File: src/rtl/hazard_scoreboard.sv
// Pipeline hazard detector: load-use and divider RAW/WAW/structural stalls,
// plus the iterative-divider issue/writeback tracker with a one-hot pending mask.
module hazard_scoreboard #(
  parameter int unsigned DIV_CYCLES = 32
) (
  input  logic        clk,
  input  logic        rst,
  input  logic        ID_valid,
  input  logic [4:0]  ID_rs1,
  input  logic [4:0]  ID_rs2,
  input  logic        ID_uses_rs1,
  input  logic        ID_uses_rs2,
  input  logic [4:0]  ID_rd,
  input  logic        ID_regwrite,
  input  logic        ID_is_div,
  input  logic [4:0]  EX_rd,
  input  logic        EX_regwrite,
  input  logic        EX_memread,
  input  logic        div_start,
  input  logic        div_wb_ack,
  output logic        stall,
  output logic        div_busy,
  output logic        div_wb_req,
  output logic [4:0]  div_wb_rd,
  output logic [31:0] pending_mask,
  output logic        proto_err
);

  localparam int unsigned CNT_W = 6;
  localparam int unsigned REG_N = 32;
  localparam int unsigned RID_W = 5;

  typedef enum logic [1:0] {IDLE, COUNT, REQ} state_e;

  state_e             state_q, state_d;
  logic [CNT_W-1:0]   cnt_q, cnt_d;
  logic [REG_N-1:0]   mask_q, mask_d;
  logic [RID_W-1:0]   wb_rd_q, wb_rd_d;
  logic               err_q, err_d;

  logic               launch;
  logic [REG_N-1:0]   mask_eff;
  logic               busy_eff, req_eff;
  logic               load_use, div_raw, div_waw, div_struct;

  // Divider tracker next-state
  always_comb begin
    state_d = state_q;
    cnt_d   = cnt_q;
    mask_d  = mask_q;
    wb_rd_d = wb_rd_q;
    err_d   = err_q;
    launch  = 1'b0;

    unique case (state_q)
      IDLE: begin
        launch = div_start;
        if (div_wb_ack) err_d = 1'b1;
      end
      COUNT: begin
        if (div_start || div_wb_ack) err_d = 1'b1;
        if (cnt_q == '0) state_d = REQ;
        else             cnt_d   = cnt_q - CNT_W'(1);
      end
      REQ: begin
        if (div_wb_ack) begin
          mask_d[wb_rd_q] = 1'b0;
          state_d         = IDLE;
          launch          = div_start;
        end else if (div_start) begin
          err_d = 1'b1;
        end
      end
      default: state_d = IDLE;
    endcase

    // Clearing the retired bit above happens first, so a same-register restart keeps it set
    if (launch) begin
      state_d = COUNT;
      cnt_d   = CNT_W'(DIV_CYCLES - 1);
      wb_rd_d = EX_rd;
      if (EX_rd != '0) mask_d[EX_rd] = 1'b1;
    end
    mask_d[0] = 1'b0;
  end

  always_ff @(posedge clk) begin
    if (rst) begin
      state_q <= IDLE;
      cnt_q   <= '0;
      mask_q  <= '0;
      wb_rd_q <= '0;
      err_q   <= 1'b0;
    end else begin
      state_q <= state_d;
      cnt_q   <= cnt_d;
      mask_q  <= mask_d;
      wb_rd_q <= wb_rd_d;
      err_q   <= err_d;
    end
  end

  // Stall decode; while rst is high it sees the state as already cleared
  always_comb begin
    mask_eff   = rst ? '0 : mask_q;
    busy_eff   = !rst && (state_q != IDLE);
    req_eff    = !rst && (state_q == REQ);
    load_use   = EX_memread && EX_regwrite && (EX_rd != '0) &&
                 ((ID_uses_rs1 && (ID_rs1 == EX_rd)) || (ID_uses_rs2 && (ID_rs2 == EX_rd)));
    div_raw    = (ID_uses_rs1 && mask_eff[ID_rs1]) || (ID_uses_rs2 && mask_eff[ID_rs2]);
    div_waw    = ID_regwrite && (ID_rd != '0) && mask_eff[ID_rd];
    div_struct = ID_is_div && busy_eff && !(req_eff && div_wb_ack);
  end

  assign stall        = ID_valid && (load_use || div_raw || div_waw || div_struct);
  assign div_busy     = (state_q != IDLE);
  assign div_wb_req   = (state_q == REQ);
  assign div_wb_rd    = wb_rd_q;
  assign pending_mask = mask_q;
  assign proto_err    = err_q;

endmodule
File: config.mk
export PLATFORM = sky130hd
export DESIGN_NAME = hazard_scoreboard
export DESIGN_NICKNAME = d
export VERILOG_FILES = /design/src/rtl/hazard_scoreboard.sv
export SDC_FILE = /design/constraint.sdc
export NUM_CORES = 1
export LEC_CHECK = 0
export BUFFER_PORTS_ARGS = -buffer_cell sky130_fd_sc_hd__buf_2
export CAP_MARGIN = 30
export CORE_UTILIZATION = 56
export CTS_BUF_LIST = sky130_fd_sc_hd__clkbuf_4 sky130_fd_sc_hd__clkbuf_8
export DETAILED_ROUTE_END_ITERATION = 16
export GPL_ROUTABILITY_DRIVEN = 1
export PLACE_DENSITY = 0.83
export REMOVE_ABC_BUFFERS = 1
export SYNTH_ARGS = -nofsm -noshare
export SYNTH_HDL_FRONTEND = slang
export SYNTH_SLANG_ARGS = --single-unit
File: constraint.sdc
create_clock -name clk -period 3.03 [get_ports clk]
set_clock_uncertainty 0.2 [all_clocks]
set_input_delay 0.303 -clock clk [delete_from_list [all_inputs] [get_ports clk]]
set_output_delay 0.303 -clock clk [all_outputs]
set_load 0.01 [all_outputs]
Word level (Yosys, flattened, before mapping)
Cells that the tools add are included.

Bits in registers: 46. Output and inout port bits: 41.

Muxes and demuxes: 29. Equality and inequality tests: 14. $lt $le $gt $ge: 7. Reductions and logical operators: 38. $add $sub $neg: 1. Bitwise logic cells: 5.

Operators with widths (number): 2-to-1 mux 32 bit (5); AND 32 bit (1); inverter 32 bit (1); bitwise OR 32 bit (1); < comparator 5 x 6 -> 1 bit, second input constant (5); logical AND 1 bit (17); inequality test 2 bit, second input constant (8); binary-select mux 1 bit (select 5 bit) (3); 2-to-1 mux 5 bit (3); 2-to-1 mux 1 bit (11); demux 1 bit (select 5 bit) (2); == test 5 bit (2); greater-or-equal comparator 5 x 1 -> 1 bit, second input constant (2); nonzero test 5 bit (2); zero test 6 bit (1); logical OR 1 bit (6); one-hot mux 2 bit (3 select lines) (1); AND reduction 3 bit (2); subtractor 6 x 1 -> 6 bit, second input constant (1); AND reduction 5 bit (1); 2-to-1 mux 2 bit (2); AND reduction 2 bit (2); nonzero test 2 bit (2); inequality test 3 x 2 -> 1 bit, second input constant (1); 10 further kinds (12).

Depth between registers and ports, before layout
Depth after elaboration: 11. Gate-level depth with buffers: 8. Mapped depth without buffers: 8.

Worst setup path before layout
Ideal clock, no wire load.

Path type: in2out. From: input ID_rd[0]. To: output stall. Stages on the path: 7. Data required time: 2527 ps. Arrival time: 2040 ps. Buffers on the path: 1. Setup slack: 487 ps. Cell sequence: buf_2 -> mux4_2 -> a21oi_1 -> or4_1 -> a31oi_1 -> or3_1 -> or4_1.

Word-level cells in the longest chain between the ends: 6. Elaborated cells on any way between the ends: 8. Those cells by class: 2 x mux; 6 x reduce/logical.

RTL lines: start: declaration (RTL line 13) `input logic [4:0] ID_rd,`; binary-select mux 1 bit (select 5 bit) or nonzero test 5 bit (tied branches) (RTL line 111) `div_waw = ID_regwrite && (ID_rd != '0) && mask_eff[ID_rd];`; 2-to-1 mux 1 bit (implied by the code) or logical AND 1 bit (tied branches) (RTL line 111); logical AND 1 bit (*) (RTL line 111); logical OR 1 bit (*) (2 in series) (RTL line 115) `assign stall = ID_valid && (load_use || div_raw || div_waw || div_struct);`; logical AND 1 bit (*) (RTL line 115); end: declaration (RTL line 21) `output logic stall,`.

Every way passes the cells marked *; elsewhere a longest branch is shown, timed or not. The select of a mux whose other input is x is not followed.

Worst setup path in the final report
From: register mask_q[19], in the netlist pending_mask[19]. To: output stall.

Word-level cells in the longest chain between the ends: 9. Elaborated cells on any way between the ends: 15. Those cells by class: 7 x mux; 8 x reduce/logical.

RTL lines: start: declaration (RTL line 37) `logic [REG_N-1:0] mask_q, mask_d;`; start signal: assignment (RTL line 97) `mask_q <= mask_d;`; 2-to-1 mux 32 bit (*) (RTL line 105) `mask_eff = rst ? '0 : mask_q;`; binary-select mux 1 bit (select 5 bit) (RTL line 110) `div_raw = (ID_uses_rs1 && mask_eff[ID_rs1]) || (ID_uses_rs2 && mask_eff[ID_rs2]);`; 2-to-1 mux 1 bit (implied by the code) (RTL line 110); logical AND 1 bit (RTL line 110); logical OR 1 bit (RTL line 110); logical OR 1 bit (RTL line 115); logical OR 1 bit (*) (2 in series) (RTL line 115); logical AND 1 bit (*) (RTL line 115).

Marked as above.

==> results.yml <==
run_status:
  outcome: "complete, no violations"
floorplan:
  die_area_sq_um: 5850
  die_y_um: 76.5
  rows: 26
  ios: 72
  die_w_um: 76.5
  core_area_sq_um: 5240
  start_util_pct: 59.4
setup_path:
  ff2ff_path_depth: 8
  rr_startpoint: "cnt_q[0]$_SDFFE_PP0P_"
  path_class: "flip-flop to output port"
  reg2reg_slack_ps: 660
  timing.rr.end: "cnt_q[5]$_SDFFE_PP0P_"
  critical_path_arrival_ps: 2450
  cp-end-kind: "output port"
  crit_required_ps: 2530
  critPathLaunchType: "flip-flop"
  critPathMaxFanout: 2
drt:
  via_per_inst: 6.73
  vias: 3386
  drt-wirelength-per-cell_um: 19.6
  ant_nets: 0
  drtIter0Drc: 382
  finalWirelength_um: 9880
  drcViolationCount: 0
  drt_first_pass_iters: 5
pwr:
  vdd_drop_max_mv: 0.338
  leakage_nw: 1.41
  powerDensity_nw_per_um2: 388
grt:
  grt_pass1_vias: 3173
  gr-total-overflow: 0
  grt_pass1_wl_um: 15400
  grtUsageTotal_pct: 33.9
  busiest_layer: "met2"
  global_route.usage.met1_pct: 41.1
  grt_util_met3_pct: 6.47
  grt_max_degree: 25
  antenna_found_initial: 0
  met2_usage_pct: 52.7
cts:
  cts_hold_buffers: 0
  cts_root_buf: "clkbuf_8"
  path_clk_slew_ps: 90
  numCtsBuffers: 5
  worstSkewPairLatency_ps: 310
  postCtsSetupBuffers: 0
  cts_resized: 0
  cts_buffer_depth: 2
  cts_tree: "yes"
  clkSinkCount: 45
  cts_max_level: 2
placed_design:
  io_buffers: 70
  gp_congestion: 0.914
  hpwl_um: 7280
  dp_slack_ps: 248
timing:
  maxSlewViolCount: 0
  relSlewSlack_pct: 65.6
  fin_tns_setup_ps: 0
  period_share_pct: 97.6
  hold_viol: 0
  finalCriticalPeriod_ps: 2960
  tightestPinTransition_ps: 515
  rsz0062_at_grt: "no"
  fmax_ghz: 0.338
  setup_viol: 0
  timing.hold.ws_ps: 102
  worst_slack_ps: 73.1
yosys:
  synth_ff_type: "dfxtp_1"
  ys_ff_latch: 45
  synthesis.instances: 376
  postSynthAreaPerCell_sq_um: 8.27
  synth_area_sq_um: 3110
  synth_edf_count: 0
  ys_warn_count: 0
  seq_area_frac_synth_pct: 29.0
  yosys.cell_types.count: 56
  synth_top_area_share_pct: 29.0
  postSynth.asyncResetShare_pct: 0
  synth_top_area_cell: "dfxtp_1"
  ys_top_cells_by_area: "dfxtp_1, mux4_2, mux2i_1"
min_path:
  worstHoldStart: "div_start"
  hold_depth: 3
  whs_endpoint: "proto_err$_SDFFE_PP0P_"
  hold_class: "input pin to flip-flop"
cells_and_area:
  drive_gt1_share_pct: 24.9
  area.growth.synth_to_final_pct: 14.3
  diodes: 0
  nets: 464
job:
  drv_cap: 0
worst max-delay path, cell delays in order (launching register included):
cell and delay, ps:
dfxtp_1 340, mux4_2 490, a211oi_1 330, nor4_2 90, or3_1 350, or4_1 400, buf_2 150
synth_stat cells (7+ instances only):
cell,number
mux4_2,11
nor4_1,7
nor2_1,17
xor2_1,9
o21ai_0,24
nand2b_1,7
mux2i_1,19
nor2b_1,12
o211ai_1,15
nand2_1,45
dfxtp_1,45
clkbuf_1,19
nand3_1,28
a21oi_1,25
report_power, final:
group | internal, mW | leakage, nW | total, mW | switching [mW]
registers | 0.614 | 0.366 | 0.647 | 0.0334
clock network | 0.256 | 0.0588 | 0.466 | 0.209
logic | 0.108 | 0.988 | 0.267 | 0.159
total | 0.979 | 1.41 | 1.38 | 0.401
metal layers:
| layer | routed length [um] | vias up |
|---|---|---|
| li1 | - | 1493 |
| met1 | 3530 | 1544 |
| met2 | 4530 | 286 |
| met3 | 1220 | 63 |
| met4 | 601 | 0 |
| met5 | 0 | - |
cell usage in the layout, fill, tap and decap left out, types with 7 or more instances in the layout:
master	count
xor2_1	9
nor2_1	17
dfxtp_1	45
mux2i_1	19
buf_2	70
o21ai_0	24
o211ai_1	15
nand2_1	45
buf_4	10
nand3_1	28
nor2b_1	12
nor4_1	7
a21oi_1	25
mux4_2	11
nand2b_1	7
worst max-delay path by stage:
| stage | start | to | slack, ps | cells past startpoint |
|---|---|---|---|---|
| detailed placement | ID_rs2[0] | stall | 250 | 9 |
| floorplan | rst | stall | 460 | 5 |
| global placement | ID_rs2[1] | stall | 310 | 8 |
| finish | pending_mask[19]$_SDFF_PP0_ | stall | 70 | 6 |
| global route | pending_mask[1]$_SDFF_PP0_ | stall | 30 | 7 |
| CTS | pending_mask[19]$_SDFF_PP0_ | stall | 110 | 6 |
area by class of cell:
cell class / count / area, sq um
Multi-Input combinational cell: 293 / 2000
Fill cell: 432 / 1680
Sequential cell: 45 / 901
Timing Repair Buffer: 80 / 425
Tap cell: 70 / 87.6
Clock buffer: 6 / 76.3
Clock inverter: 2 / 38.8
Inverter: 7 / 26.3
flip-flops by register name (all words and copies together) (netlist names):
register	flops
cnt_q	6
div_wb_rd	5
pending_mask	31
proto_err	1
state_q	2
logic make-up after synthesis:
logic type	after synthesis	synth area share, %
compound gates	90	18.1
xor+xnor	15	4.23
fa+ha+maj	1	0.402
buf+inv	38	6.72
flops	45	29.0
mux	32	15.3
other cells	1	0.121
simple gates	154	26.1
per-stage QoR:
stage	std cells	cell area [sq um]	power (mW)	util, %
finish	503	3550	1.38	67.9
CTS	503	3550	1.37	67.9
global placement	495	3440	0.911	65.7
global route	503	3550	1.43	67.9
detailed placement	495	3440	0.921	65.7
floorplan	345	2930	0.796	-
No activity file was read; power rests on OpenSTA's default activity.
